$ cat src/rtl/scr_pkg.sv
// Shared types and defaults for the scratch-RAM stack controller.
package scr_pkg;

    localparam int SCR_ADDR_W = 8;
    localparam int SCR_DATA_W = 10;

    typedef logic [1:0] flags_t;  // {C,Z}

    typedef enum logic [1:0] {
        IDLE     = 2'd0,
        SAVE_FLG = 2'd1,
        REST_PC  = 2'd2
    } state_t;

endpackage

$ cat src/rtl/scr_stack_ctrl.sv
// Downward-growing stack controller over an external async-read scratch RAM,
// with a two-word context save (PC, flags) and matching restore sequence.
module scr_stack_ctrl
    import scr_pkg::*;
#(
    parameter int ADDR_W = SCR_ADDR_W,
    parameter int DATA_W = SCR_DATA_W
) (
    input  logic              CLK,
    input  logic              RST,
    input  logic              PUSH,
    input  logic              POP,
    input  logic [DATA_W-1:0] PUSH_DATA,
    output logic [DATA_W-1:0] POP_DATA,
    input  logic              CTX_SAVE,
    input  logic              CTX_RESTORE,
    input  logic [DATA_W-1:0] CTX_PC,
    input  flags_t            CTX_FLAGS,
    output logic [DATA_W-1:0] RST_PC,
    output flags_t            RST_FLAGS,
    output logic              RST_VALID,
    output logic [ADDR_W-1:0] SP,
    output logic [ADDR_W:0]   COUNT,
    output logic              FULL,
    output logic              EMPTY,
    output logic              BUSY,
    output logic              OVF_ERR,
    output logic              UNF_ERR,
    input  logic              ERR_CLR,
    output logic [ADDR_W-1:0] SCR_ADDR,
    output logic [DATA_W-1:0] SCR_DIN,
    output logic              SCR_WE,
    input  logic [DATA_W-1:0] SCR_DOUT
);

    localparam logic [ADDR_W:0]   DEPTH_CNT  = {1'b1, {ADDR_W{1'b0}}};
    localparam logic [ADDR_W:0]   CNT_ONE    = (ADDR_W+1)'(1);
    localparam logic [ADDR_W:0]   CNT_TWO    = (ADDR_W+1)'(2);
    localparam logic [ADDR_W:0]   SAVE_LIMIT = DEPTH_CNT - CNT_TWO;
    localparam logic [ADDR_W-1:0] SP_ONE     = ADDR_W'(1);

    state_t            state_reg, state_next;
    logic [ADDR_W-1:0] sp_reg, sp_next;
    logic [ADDR_W:0]   count_reg, count_next;
    flags_t            flags_reg, flags_next;
    logic              ovf_reg, ovf_next;
    logic              unf_reg, unf_next;

    logic              ovf_set, unf_set;
    logic [ADDR_W-1:0] sp_dec, sp_inc;
    logic              full_c, empty_c;
    logic [ADDR_W-1:0] scr_addr_c;
    logic [DATA_W-1:0] scr_din_c;
    logic              scr_we_c;
    logic [DATA_W-1:0] pop_data_c;
    logic              rst_valid_c;
    logic [DATA_W-1:0] rst_pc_c;
    flags_t            rst_flags_c;

    assign sp_dec  = sp_reg - SP_ONE;
    assign sp_inc  = sp_reg + SP_ONE;
    assign full_c  = (count_reg == DEPTH_CNT);
    assign empty_c = (count_reg == '0);

    always_comb begin
        state_next  = state_reg;
        sp_next     = sp_reg;
        count_next  = count_reg;
        flags_next  = flags_reg;
        ovf_set     = 1'b0;
        unf_set     = 1'b0;
        scr_addr_c  = sp_reg;
        scr_din_c   = '0;
        scr_we_c    = 1'b0;
        pop_data_c  = '0;
        rst_valid_c = 1'b0;
        rst_pc_c    = '0;
        rst_flags_c = '0;

        unique case (state_reg)
            IDLE: begin
                if (CTX_SAVE) begin
                    // Both context words must fit before anything is written.
                    if (count_reg > SAVE_LIMIT) begin
                        ovf_set = 1'b1;
                    end else begin
                        scr_addr_c = sp_dec;
                        scr_din_c  = CTX_PC;
                        scr_we_c   = 1'b1;
                        sp_next    = sp_dec;
                        count_next = count_reg + CNT_ONE;
                        flags_next = CTX_FLAGS;
                        state_next = SAVE_FLG;
                    end
                end else if (CTX_RESTORE) begin
                    if (count_reg < CNT_TWO) begin
                        unf_set = 1'b1;
                    end else begin
                        scr_addr_c = sp_reg;
                        flags_next = flags_t'(SCR_DOUT[1:0]);
                        sp_next    = sp_inc;
                        count_next = count_reg - CNT_ONE;
                        state_next = REST_PC;
                    end
                end else if (PUSH) begin
                    if (full_c) begin
                        ovf_set = 1'b1;
                    end else begin
                        scr_addr_c = sp_dec;
                        scr_din_c  = PUSH_DATA;
                        scr_we_c   = 1'b1;
                        sp_next    = sp_dec;
                        count_next = count_reg + CNT_ONE;
                    end
                end else if (POP) begin
                    if (empty_c) begin
                        unf_set = 1'b1;
                    end else begin
                        scr_addr_c = sp_reg;
                        pop_data_c = SCR_DOUT;
                        sp_next    = sp_inc;
                        count_next = count_reg - CNT_ONE;
                    end
                end
            end
            SAVE_FLG: begin
                scr_addr_c = sp_dec;
                scr_din_c  = {{(DATA_W-2){1'b0}}, flags_reg};
                scr_we_c   = 1'b1;
                sp_next    = sp_dec;
                count_next = count_reg + CNT_ONE;
                state_next = IDLE;
            end
            REST_PC: begin
                scr_addr_c  = sp_reg;
                rst_valid_c = 1'b1;
                rst_pc_c    = SCR_DOUT;
                rst_flags_c = flags_reg;
                sp_next     = sp_inc;
                count_next  = count_reg - CNT_ONE;
                state_next  = IDLE;
            end
            default: state_next = IDLE;
        endcase

        // A new error event outranks a clear arriving in the same cycle.
        ovf_next = ovf_set | (ovf_reg & ~ERR_CLR);
        unf_next = unf_set | (unf_reg & ~ERR_CLR);
    end

    always_ff @(posedge CLK or posedge RST) begin
        if (RST) begin
            state_reg <= IDLE;
            sp_reg    <= '0;
            count_reg <= '0;
            flags_reg <= '0;
            ovf_reg   <= 1'b0;
            unf_reg   <= 1'b0;
        end else begin
            state_reg <= state_next;
            sp_reg    <= sp_next;
            count_reg <= count_next;
            flags_reg <= flags_next;
            ovf_reg   <= ovf_next;
            unf_reg   <= unf_next;
        end
    end

    // Write enable is masked by reset so a held request cannot write during reset.
    assign SCR_WE    = scr_we_c & ~RST;
    assign SCR_ADDR  = scr_addr_c;
    assign SCR_DIN   = scr_din_c;
    assign POP_DATA  = pop_data_c;
    assign RST_VALID = rst_valid_c;
    assign RST_PC    = rst_pc_c;
    assign RST_FLAGS = rst_flags_c;
    assign SP        = sp_reg;
    assign COUNT     = count_reg;
    assign FULL      = full_c;
    assign EMPTY     = empty_c;
    assign BUSY      = (state_reg != IDLE);
    assign OVF_ERR   = ovf_reg;
    assign UNF_ERR   = unf_reg;

endmodule

$ cat config.mk
export PLATFORM = sky130hd
export DESIGN_NAME = scr_stack_ctrl
export DESIGN_NICKNAME = d
export VERILOG_FILES = /design/src/rtl/scr_pkg.sv /design/src/rtl/scr_stack_ctrl.sv
export SDC_FILE = /design/constraint.sdc
export NUM_CORES = 1
export LEC_CHECK = 0
export CORE_ASPECT_RATIO = 1.1
export CORE_MARGIN = 2
export CORE_UTILIZATION = 48
export DETAILED_ROUTE_END_ITERATION = 8
export DONT_BUFFER_PORTS = 1
export GPL_ROUTABILITY_DRIVEN = 0
export HOLD_SLACK_MARGIN = 0.08
export SLEW_MARGIN = 5
export SYNTH_ARGS = -nofsm -noshare
export SYNTH_HDL_FRONTEND = slang
export SYNTH_SLANG_ARGS = --single-unit
export TNS_END_PERCENT = 1
$ cat constraint.sdc
create_clock -name CLK -period 4.7 [get_ports CLK]
set_input_delay 1.175 -clock CLK [delete_from_list [all_inputs] [get_ports CLK]]
set_output_delay 1.175 -clock CLK [all_outputs]
set_load 0.005 [all_outputs]
* Word level (Yosys, flattened, before mapping)
Index checks and enable logic that the tools add are counted.
** Storage, ports and cells
- Register bits :: 23
- Bits of input ports :: 39
- Output and inout port bits :: 64
- Word-level logic and storage cells :: 105
** Operators by class
- Add/subtract/negate cells :: 4
- $lt $le $gt $ge :: 2
- Equality and inequality tests :: 12
- Multiplexer cells :: 65
- Bitwise operators :: 7
- Reduce and logical (&&, ||, !) cells :: 9
** Operator list (number)
- 2-to-1 mux 10 bit :: 12
- 2-to-1 mux 8 bit :: 11
- 2-to-1 mux 9 bit :: 8
- case mux 9 bit (3 select lines) :: 1
- case mux 8 bit (3 select lines) :: 1
- 2-to-1 mux 2 bit :: 10
- case mux 10 bit (2 select lines) :: 1
- 2-to-1 mux 1 bit :: 19
- case mux 8 bit (2 select lines) :: 1
- != test 5 bit (second input constant) :: 3
- adder 9 x 1 -> 9 bit (second input constant) :: 1
- equality test 9 bit (second input constant) :: 1
- greater-than comparator 9 x 8 -> 1 bit (second input constant) :: 1
- zero test 9 bit :: 1
- less-than comparator 9 x 2 -> 1 bit (second input constant) :: 1
- != test 3 bit (second input constant) :: 3
- subtractor 9 x 1 -> 9 bit (second input constant) :: 1
- adder 8 x 1 -> 8 bit (second input constant) :: 1
- AND reduction 4 bit :: 2
- subtractor 8 x 1 -> 8 bit (second input constant) :: 1
- AND reduction 6 bit :: 1
- != test 2 bit (second input constant) :: 2
- != test 4 bit (second input constant) :: 1
- nonzero test 2 bit :: 2
- 9 further kinds :: 13

* Logic depth before layout (Yosys ltp)
Gate-level depths: netlist (run 1).
- Word-level depth :: 8
- Gate-level depth with buffers :: 10
- Depth with buffers taken out :: 8

* Worst setup path before layout (run 1)
Ideal clock, no wire load.
- Path kind :: input to output
- Start point :: in CTX_SAVE
- End point :: out SCR_ADDR[1]
- Data arrival time :: 2.538 ns
- Required time :: 3.525 ns
- Slack :: 0.987 ns
- Cell stages on the path :: 6
- Buffers on the path :: 3
- Cells stage by stage :: clkbuf_1 -> clkbuf_1 -> nor2_1 -> clkbuf_1 -> a21o_1 -> a221o_1
** Between the ends
- Longest elaborated chain between the ends :: 2
** Ends and longest elaborated chain
- start: declaration :: RTL line scr_stack_ctrl.sv:15 : input logic CTX_SAVE,
- 2-to-1 mux 8 bit :: RTL line scr_stack_ctrl.sv:82 : if (CTX_SAVE) begin
- case mux 8 bit (2 select lines) :: RTL line scr_stack_ctrl.sv:80 : unique case (state_reg)
- end: declaration :: RTL line scr_stack_ctrl.sv:30 : output logic [ADDR_W-1:0] SCR_ADDR,
No other way between the ends.

* Worst setup path in the final report (run 1)
- Start point :: reg sp_reg[2], in the netlist SP[2]
- End point :: out SCR_ADDR[7]
** Between the ends
- Longest elaborated chain between the ends :: 6
- Elaborated cells on any way between the ends :: 7
- Classes of those cells :: add/sub: 1; mux: 6
** Ends and longest elaborated chain
- start: declaration :: RTL line scr_stack_ctrl.sv:43 : logic [ADDR_W-1:0] sp_reg, sp_next;
- start signal: assignment :: RTL line scr_stack_ctrl.sv:161 : sp_reg <= sp_next;
- subtractor 8 x 1 -> 8 bit * :: RTL line scr_stack_ctrl.sv:60 : assign sp_dec = sp_reg - SP_ONE;
- 2-to-1 mux 8 bit
- 2-to-1 mux 8 bit :: RTL line scr_stack_ctrl.sv:105 : end else if (PUSH) begin
- 2-to-1 mux 8 bit :: RTL line scr_stack_ctrl.sv:95 : end else if (CTX_RESTORE) begin
- 2-to-1 mux 8 bit :: RTL line scr_stack_ctrl.sv:82
- case mux 8 bit (2 select lines) * :: RTL line scr_stack_ctrl.sv:80
Mark *: on every way between the ends. The rest lies on a longest branch, timed or not.

==> results by group, run 1 <==
Clock network
  – Worst-path clk slew: 0.09 ns
  – Gates resized, CTS repair: 0
  – H-tree depth: 1
  – Clk buf depth: 2
  – Clock Sinks: 23
  – Number of buffers created by CTS: 3
  – TritonCTS clock tree: done
  – Clock latency on the worst-skew pair: 0.27 ns
  – Hold buffers post-CTS: 0
  – # Post-CTS Setup Buffers: 0
  – Root Driver: clkbuf_8

Yosys
  – Mapped Area: around 2700 um^2
  – Yosys top cell area share: 0.2106
  – Synth area leader: dfrtp_1
  – Post-Synthesis Cells: ~370
  – Mean Syn Cell Area: approximately 7.4 um^2
  – Netlist cell types: 65
  – Net Count, Synth: ~420
  – Number of enable flip-flop cells after synthesis: 0
  – Most used DFF post-synth: dfrtp_1
  – Synth async-reset ratio: 1.000
  – Sequential share of the synthesized area: 0.2106
  – Yosys reg bits: 23
  – Yosys warning total: 0
  – Synth top area cells: dfrtp_1 (21%), a21oi_1 (6.2%), and2_1 (5.5%), ha_1 (4.6%), a22o_1 (4.2%)

GRT
  – Gr usage total: 0.2532
  – Met2 usage: 0.4188
  – Pin count of the biggest net entering global routing: 24
  – Vias in the first global route: between 2,000 and 3,000
  – Global-route wire length before repair: around 13,000 um
  – Busiest metal layer after global routing: met2
  – Met3 Resource Use GR: 0.03152
  – Initial antenna violation count: 0
  – Congestion Overflow GR: 0
  – GRT met1 Usage: 0.3470

Worst setup path
  – Crit Path Max Fanout: 16
  – Crit path DAT: between 2 and 3 ns
  – Setup CP Type: flop to output pin
  – Crit path required time: approximately 3.5 ns
  – Worst Setup End Kind: output pin
  – CP startpoint kind: flop

Routing
  – Wire per inst: roughly 20 um
  – Drt total wl: between 8000 and 9000 um
  – Antenna Nets Post-Route: 0
  – DRT iter0 DRCs: ~260
  – DRC errors left: 0
  – DRT Pass-1 Iters: 5
  – Via/cell ratio: around 7
  – Via count: 2,872

Pwr
  – Leakage: about 1.1 nW
  – Pwr Density: 724.2 nW/um^2
  – Worst vdd ir: approximately 0.32 mV

Floorplanning
  – Core area: roughly 5400 um^2
  – DIE AREA: around 6300 um^2
  – FP Rows: 28
  – Num ports: just over 100
  – Die width: between 70 and 80 um
  – Die H: roughly 83 um
  – Initial cell density of the core: 0.5032

Timing
  – Final Cycle Share: 0.8835
  – Final Hold Viols: 0
  – Fin. max-slew vios: 0
  – Final setup vio count: 0
  – Max_slew headroom: 0.3996
  – Worst-Margin Slew: 0.8996 ns
  – Final setup TNS: 0 ns
  – Clock skew: about 0.0019 ns
  – Tmin final: slightly above 4 ns
  – RSZ-0062 raised after global routing: false
  – Worst hold slack: between 0.5 and 0.6 ns
  – F_max: 0.2408 GHz

Placed design
  – Post-DP HPWL: between 5000 and 6000 um
  – # port buffers: 0
  – Placed inst area: 2740 um^2

Finish
  – Max FFs per register: 9
  – ANT cells: 0
  – Design Area, Final: 2786 um^2
  – Layout Nets: around 400
  – Area grow syn2layout: 1.969%
  – Share of cells above drive strength 1: 0.06377

Outcome
  – Status: finished, final reports clean

Job
  – Max-cap viol count: 0

Worst hold path
  – Min-Delay Path Class: flop to flop
[routing by layer]
metal	vias to the layer above	wire (um)
met4	0	121
li1	1329	-
met5	-	0
met3	15	591
met1	1381	3687
met2	147	3869
[per-stage QoR]
stage / setup slack [ns] / power, mW / util / instances
after floorplan: 0.9867 / 1.555 / - / 367
after global placement: 0.8980 / 1.861 / 0.5046 / 416
after detailed placement: 0.8854 / 1.860 / 0.5046 / 416
after CTS: 0.5799 / 1.998 / 0.5131 / 420
after global routing: 0.3746 / 2.208 / 0.5131 / 420
final: 0.5475 / 2.018 / 0.5131 / 420
[placed cells by master (no fill, tap or decap), types with 8 or more instances in the layout]
master   synthesis  routed
a21oi_1         34      34
nand2_1         25      25
and2_1          24      24
dfrtp_1         23      23
nor2_1          23      23
inv_1           21      21
o21ai_0         17      17
a22o_1          13      13
ha_1            10      10
a31oi_1          8       8
[Yosys cell counts, types with 4 or more instances]
cell	count
a21oi_1	34
o221ai_1	4
xor2_1	6
nand2b_1	5
buf_2	6
a22oi_1	5
ha_1	10
nor3_1	6
a221o_1	4
o31ai_1	7
a222oi_1	4
a211oi_1	7
a31oi_1	8
nor2_1	23
inv_1	21
nand3_1	7
o22ai_1	5
clkbuf_1	24
dfrtp_1	23
and2_1	24
mux2i_1	4
a21o_1	4
a22o_1	13
o21ai_0	17
and3_1	7
nand2_1	25
[worst max-delay path, cell delays in order (launching register included)]
cell and delay [ns]:
dfrtp_1 0.60, or4_1 0.76, or4_4 0.50, o21ai_2 0.15, a2bb2oi_2 0.09, a222oi_1 0.48
inv_1 0.12
[layout make-up]
cell class / instances / area, um^2
Multi-Input combinational cell: 291 / 1951
Clock buffer: 3 / 41.29
Fill cell: 532 / 2644
Sequential cell: 23 / 575.6
Inverter: 22 / 82.58
Clock inverter: 1 / 5.005
Tap cell: 75 / 93.84
Timing Repair Buffer: 5 / 37.54
[report_power, final]
part | switching, mW | internal, mW | leakage, nW | total, mW
logic | 0.830 | 0.523 | 0.825 | 1.35
clock network | 0.0737 | 0.0594 | 0.0255 | 0.133
registers | 0.242 | 0.289 | 0.288 | 0.532
total | 1.15 | 0.872 | 1.14 | 2.02
[final timing paths]
check / cells past startpoint / from / slack (ns) / to
hold reg to reg: 2 / OVF_ERR$_DFF_PP0_ / 0.56 / OVF_ERR$_DFF_PP0_
min in group asynchronous: 1 / RST / 0.97 / SP[2]$_DFFE_PP0P_
max in group asynchronous: 1 / RST / 3.17 / state_reg[1]$_DFFE_PP0P_
hold / removal: 2 / OVF_ERR$_DFF_PP0_ / 0.56 / OVF_ERR$_DFF_PP0_
setup reg to reg: 7 / state_reg[1]$_DFFE_PP0P_ / 1.76 / COUNT[7]$_DFFE_PP0P_
setup / recovery: 6 / SP[2]$_DFFE_PP0P_ / 0.55 / SCR_ADDR[7]
[kinds of logic after synthesis]
logic type,after synthesis,share of synthesized area
flip-flops,23,0.2106
multiplexers,4,0.01465
buffers and inverters,53,0.07555
AO/OA/AOI/OAI,145,0.3732
AND/OR/NAND/NOR,123,0.2514
XOR/XNOR,9,0.02885
adder cells (fa/ha/maj),10,0.04579
(Power assumes the default switching activity.)
==> run 2: changes to the inputs <==
CELL_PAD_IN_SITES_DETAIL_PLACEMENT = 0   (was unset)
CELL_PAD_IN_SITES_GLOBAL_PLACEMENT = 1   (was unset)
CTS_CLUSTER_SIZE = 8   (was unset)
PLACE_DENSITY_LB_ADDON = 0.1   (was unset)
==> run 2 against run 1 <==
  * Clock-buffer cell count unchanged
  * First-iteration DRC count increased by 33%
  * Design area down 0.54%
  * Die area did not move
  * Register-to-register slack worse by 0.02 ns
  * Sequential share of layout area increased by 0.11 points
  * Combinational power barely moved
  * Wire length increased by 3.9%
  * Critical endpoint is now SCR_ADDR[3]
  * Largest cell class unchanged
  * Largest power group unchanged
==> results by group, run 2 (same netlist as run 1, synthesis figures left out) <==
Outcome
  – Status: finished, final reports clean

GRT
  – Gr usage total: 0.2509 (-0.002236)
  – GRT met1 Usage: 0.3520 (+0.004954)
  – Global-route wire length before repair: 13,190 um (-2.3%)
  – Vias in the first global route: 2,430 (-7.6%)
  – Initial antenna violation count: 0 (unchanged)
  – Met3 Resource Use GR: 0.03261 (+0.001087)
  – Met2 usage: 0.4245 (+0.005682)
  – Congestion Overflow GR: 0 (unchanged)
  – Busiest metal layer after global routing: met2
  – Pin count of the biggest net entering global routing: 24 (unchanged)

Worst setup path
  – Crit Path Max Fanout: 9 (-7)
  – R2r worst-path depth: 7 (unchanged)
  – CP startpoint kind: flop
  – Worst Setup End Kind: output pin
  – FF-to-FF Start: state_reg[1]$_DFFE_PP0P_
  – Crit path DAT: 2.94 ns (-0.04 ns)
  – Flop2flop setup slack: 1.74 ns (-0.02 ns)
  – Crit path required time: 3.52 ns (about the same)
  – Setup CP Type: flop to output pin
  – Worst reg2reg endpoint: COUNT[8]$_DFFE_PP0P_

Clock network
  – Clock Sinks: 23 (unchanged)
  – Number of buffers created by CTS: 3 (unchanged)
  – # Post-CTS Setup Buffers: 0 (unchanged)
  – Clock latency on the worst-skew pair: 0.28 ns (about the same)
  – Worst-path clk slew: 0.09 ns (about the same)
  – TritonCTS clock tree: done
  – Root Driver: clkbuf_8
  – Gates resized, CTS repair: 0 (unchanged)
  – H-tree depth: 1 (unchanged)
  – Hold buffers post-CTS: 0 (unchanged)
  – Clk buf depth: 2 (unchanged)

Finish
  – Commonest non-fill, non-tap cell in the layout: a21oi_1
  – Layout Nets: 393 (-0.51%)
  – Most frequent cells in the layout: a21oi_1 (34), nand2_1 (25), and2_1 (24)
  – Max FFs per register: 9 (unchanged)
  – Share of cells above drive strength 1: 0.05831 (-0.005459)
  – Area grow syn2layout: 1.419%
  – ANT cells: 0 (unchanged)

Timing
  – Clock skew: 0.004324 ns (+0.002449 ns)
  – RSZ-0062 raised after global routing: false
  – Fin. max-slew vios: 0 (unchanged)
  – Tmin final: 4.118 ns (-0.03430 ns)
  – Final setup TNS: 0 ns (unchanged)
  – Max_slew headroom: 0.3238 (-0.07580)
  – Worst hold slack: 0.5719 ns (+0.01197 ns)
  – Final setup vio count: 0 (unchanged)
  – Worst-Margin Slew: 1.006 ns (+0.1061 ns)
  – F_max: 0.2428 GHz (+0.83%)
  – Final Cycle Share: 0.8762 (-0.007297)
  – Final Hold Viols: 0 (unchanged)

Job
  – Max-cap viol count: 0 (unchanged)

Worst hold path
  – Hold EP: flags_reg[1]$_DFFE_PP0P_
  – Hold path depth: 2 (unchanged)
  – Min-Delay Path Class: flop to flop
  – Min-delay src: flags_reg[1]$_DFFE_PP0P_

Pwr
  – Leakage: 1.128 nW (-0.89%)
  – Worst vdd ir: 0.2772 mV (-14%)
  – Pwr Density: 726.4 nW/um^2 (+0.31%)

Floorplanning
  – Die width: 75.94 um (unchanged)
  – Initial cell density of the core: 0.5032 (unchanged)
  – FP Rows: 28 (unchanged)
  – DIE AREA: 6313 um^2 (unchanged)
  – Core area: 5430 um^2 (unchanged)
  – Num ports: 103 (unchanged)
  – Die H: 83.14 um (unchanged)

Routing
  – DRT iter0 DRCs: 342 (+33%)
  – Antenna Nets Post-Route: 0 (unchanged)
  – Drt total wl: 8589 um (+3.9%)
  – Via/cell ratio: 6.708 (-1.9%)
  – DRT Pass-1 Iters: 6 (+1)
  – DRC errors left: 0 (unchanged)
  – Via count: 2,804 (-2.4%)
  – Wire per inst: 20.55 um (+4.4%)

Placed design
  – # port buffers: 0 (unchanged)
  – Post-DP HPWL: 5921 um (-0.92%)
run 2: changes by cell type in the layout (fill, tap and decap cells not counted):
cell	change
buf_4	-2
run 2: worst max path at each step:
stage	start	endpoint	slack [ns]	cells past startpoint
after floorplan	CTX_SAVE	SCR_ADDR[1]	0.99	6
after global placement	CTX_RESTORE	SCR_DIN[1]	0.95	5
after detailed placement	CTX_RESTORE	SCR_DIN[0]	0.87	5
after CTS	COUNT[1]$_DFFE_PP0P_	SCR_ADDR[3]	0.66	8
after global routing	COUNT[1]$_DFFE_PP0P_	SCR_ADDR[3]	0.46	8
final	COUNT[1]$_DFFE_PP0P_	SCR_ADDR[3]	0.58	8
run 2: power breakdown:
group	internal (mW)	switching, mW	leakage [nW]
Clock	0.0595	0.0766	0.0255
Sequential	0.289	0.240	0.288
Combinational	0.517	0.831	0.815
Total	0.865	1.15	1.13
run 2: layout make-up:
cell class,count,area [um^2]
Tap cell,75,93.84
Fill cell,549,2659
Multi-Input combinational cell,291,1951
Clock buffer,3,41.29
Clock inverter,1,5.005
Timing Repair Buffer,3,22.52
Inverter,22,82.58
Sequential cell,23,575.6
run 2: per-layer routing:
metal  up-vias  wire, um
met3         6       504
met1      1341      3848
met4         0        31
met5         -         0
met2       124      4205
li1       1333         -
run 2: through the flow:
step | setup slack [ns] | std cells | instance area (um^2) | util | power (mW)
after floorplan | 0.9867 | 367 | 2733 | - | 1.555
after global placement | 0.9489 | 414 | 2725 | 0.5018 | 1.844
after detailed placement | 0.8679 | 414 | 2725 | 0.5018 | 1.857
after CTS | 0.6648 | 418 | 2771 | 0.5104 | 1.996
after global routing | 0.4574 | 418 | 2771 | 0.5104 | 2.185
final | 0.5818 | 418 | 2771 | 0.5104 | 2.013
run 2: critical path, stage by stage (launching register included):
cell and delay, ns:
dfrtp_1 0.50, inv_1 0.13, ha_1 0.15, or4b_1 0.55, o21ai_1 0.46, a21oi_1 0.13, o22ai_1 0.33, a21oi_1 0.11
a221o_1 0.30
==> run 3: changes to the inputs <==
RECOVER_POWER = 100   (was unset)
==> run 3 against run 2 <==
  * Clock skew up 0.0021 ns
  * Clock-buffer cell count unchanged
  * Cell count unchanged
  * Register-to-register slack worse by 0.35 ns
  * Core utilization down 0.39 points
  * First-iteration DRC count down 2.3%
  * Flip-flop and latch count unchanged
==> results by group, run 3 (same netlist as run 1, synthesis figures left out) <==
Routing
  – DRC errors left: 0 (unchanged)
  – DRT Pass-1 Iters: 6 (unchanged)
  – DRT iter0 DRCs: 334 (-2.3%)
  – Antenna Nets Post-Route: 0 (unchanged)
  – Drt total wl: 8575 um (-0.16%)
  – Wire per inst: 20.51 um (-0.16%)
  – Via/cell ratio: 6.620 (-1.3%)
  – Via count: 2,767 (-1.3%)

Clock network
  – Gates resized, CTS repair: 0 (unchanged)
  – # Post-CTS Setup Buffers: 0 (unchanged)
  – Hold buffers post-CTS: 0 (unchanged)
  – Root Driver: clkbuf_8
  – Number of buffers created by CTS: 3 (unchanged)
  – Clock latency on the worst-skew pair: 0.28 ns (about the same)
  – H-tree depth: 1 (unchanged)
  – Worst-path clk slew: 0.09 ns (about the same)
  – Clock Sinks: 23 (unchanged)
  – TritonCTS clock tree: done
  – Clk buf depth: 2 (unchanged)

Finish
  – Commonest non-fill, non-tap cell in the layout: a21oi_1
  – Share of cells above drive strength 1: 0.04665 (-0.01166)
  – Layout Nets: 393 (unchanged)
  – Max FFs per register: 9 (unchanged)
  – Design Area, Final: 2750 um^2 (-0.77%)
  – Most frequent cells in the layout: a21oi_1 (35), nand2_1 (25), nor2_1 (24)
  – Area grow syn2layout: 0.6411%
  – ANT cells: 0 (unchanged)
  – # fillers: 553 (+0.73%)

Job
  – Max-cap viol count: 0 (unchanged)

Worst setup path
  – Worst Setup End Kind: output pin
  – R2r worst-path depth: 8 (+1)
  – Crit path DAT: 3.11 ns (+0.17 ns)
  – Crit path required time: 3.52 ns (about the same)
  – CP startpoint kind: flop
  – Crit Path Max Fanout: 9 (unchanged)
  – Flop2flop setup slack: 1.39 ns (-0.35 ns)
  – Setup CP Type: flop to output pin

Timing
  – Final setup TNS: 0 ns (unchanged)
  – Final Hold Viols: 0 (unchanged)
  – Final Cycle Share: 0.9125 (+0.03633)
  – RSZ-0062 raised after global routing: false
  – F_max: 0.2332 GHz (-4.0%)
  – Worst-Margin Slew: 1.353 ns (+0.3473 ns)
  – Worst hold slack: 0.5792 ns (+0.007233 ns)
  – Final setup vio count: 0 (unchanged)
  – Clock skew: 0.006421 ns (+0.002097 ns)
  – Max_slew headroom: 0.09801 (-0.2258)
  – Tmin final: 4.289 ns (+0.1707 ns)
  – Fin. max-slew vios: 0 (unchanged)

Floorplanning
  – Core area: 5430 um^2 (unchanged)
  – Num ports: 103 (unchanged)
  – Die H: 83.14 um (unchanged)
  – DIE AREA: 6313 um^2 (unchanged)
  – Die width: 75.94 um (unchanged)
  – Initial cell density of the core: 0.5032 (unchanged)
  – FP Rows: 28 (unchanged)

Pwr
  – Leakage: 1.101 nW (-2.4%)
  – Switching Fraction: 0.5701 (about the same)
  – Gate power share: 0.666 (-0.003)
  – Worst vdd ir: 0.2770 mV (about the same)
  – Clock network power share: 0.068 (about the same)
  – Pwr Density: 722.7 nW/um^2 (-0.52%)
  – Pint: 854.4 uW (-1.3%)
  – Switching power: 1.133 mW (-1.3%)
  – Sequential Power Share: 0.266 (+0.003)

GRT
  – Global-route wire length before repair: 13,190 um (unchanged)
  – Vias in the first global route: 2,430 (unchanged)
  – Pin count of the biggest net entering global routing: 24 (unchanged)
  – Gr usage total: 0.2509 (unchanged)
  – Initial antenna violation count: 0 (unchanged)
  – Congestion Overflow GR: 0 (unchanged)

Placed design
  – # port buffers: 0 (unchanged)
  – Post-DP HPWL: 5921 um (unchanged)
  – Placed inst area: 2725 um^2 (unchanged)

Worst hold path
  – Hold path depth: 2 (unchanged)
  – Min-Delay Path Class: flop to flop

Outcome
  – Status: finished, final reports clean
## run 3: changes by cell type in the layout (fill, tap and decap cells not counted), moves of 2 or more
cell     delta
o21ai_0     +2
o21ai_1     -2
and2_0     +22
and2_1     -22
## run 3: layout make-up
| class | count | area (um^2) | share of cell area |
|---|---|---|---|
| flip-flops and latches | 23 | 575.6 | 0.2093 |
| repair buffers | 3 | 18.77 | 0.006824 |
| clock buffers | 3 | 41.29 | 0.01501 |
| multi-input cells | 291 | 1933 | 0.7029 |
| clock inverters | 1 | 5.005 | 0.001820 |
| inverters | 22 | 82.58 | 0.03003 |
| well taps | 75 | 93.84 | 0.03412 |
## run 3: power by group through the flow
stage	Clock (mW)	Combinational [mW]	Sequential, mW
floorplan	0	1.18	0.372
global placement	0	1.31	0.530
detailed placement	0	1.32	0.534
CTS	0.139	1.33	0.530
global route	0.149	1.46	0.560
finish	0.135	1.32	0.529
## run 3: path summary, 6_finish.rpt
check                                          from                  endpoint
hold / removal             flags_reg[0]$_DFFE_PP0P_  flags_reg[0]$_DFFE_PP0P_
max in group asynchronous                       RST  state_reg[1]$_DFFE_PP0P_
setup / recovery               COUNT[1]$_DFFE_PP0P_               SCR_ADDR[3]
min in group asynchronous                       RST         SP[6]$_DFFE_PP0P_
hold reg to reg            flags_reg[0]$_DFFE_PP0P_  flags_reg[0]$_DFFE_PP0P_
setup reg to reg               COUNT[1]$_DFFE_PP0P_      COUNT[5]$_DFFE_PP0P_
## run 3: critical path, cell delays in order, from the launching register on
cell     delay (ns)
dfrtp_1        0.50
inv_1          0.13
ha_1           0.15
or4b_1         0.51
o21ai_0        0.66
a21oi_1        0.15
o22ai_1        0.33
a21oi_1        0.11
a221o_1        0.30
## run 3: metal layers
| metal | GRT usage | part of all wire | vias up |
|---|---|---|---|
| li1 | - | - | 1324 |
| met1 | 0.3520 | 0.44 | 1313 |
| met2 | 0.4245 | 0.49 | 126 |
| met3 | 0.03261 | 0.065 | 4 |
| met4 | 0.03140 | 0.0022 | 0 |
| met5 | 0 | 0 | - |
## run 3: metrics by stage
step | total power, mW | instances | setup slack (ns) | utilization
2_1_floorplan | 1.555 | 367 | 0.9867 | -
3_3_place_gp | 1.844 | 414 | 0.9489 | 0.5018
3_5_place_dp | 1.857 | 414 | 0.8679 | 0.5018
4_1_cts | 1.996 | 418 | 0.6648 | 0.5104
5_1_grt | 2.167 | 418 | 0.2759 | 0.5065
6_report | 1.987 | 418 | 0.4110 | 0.5065
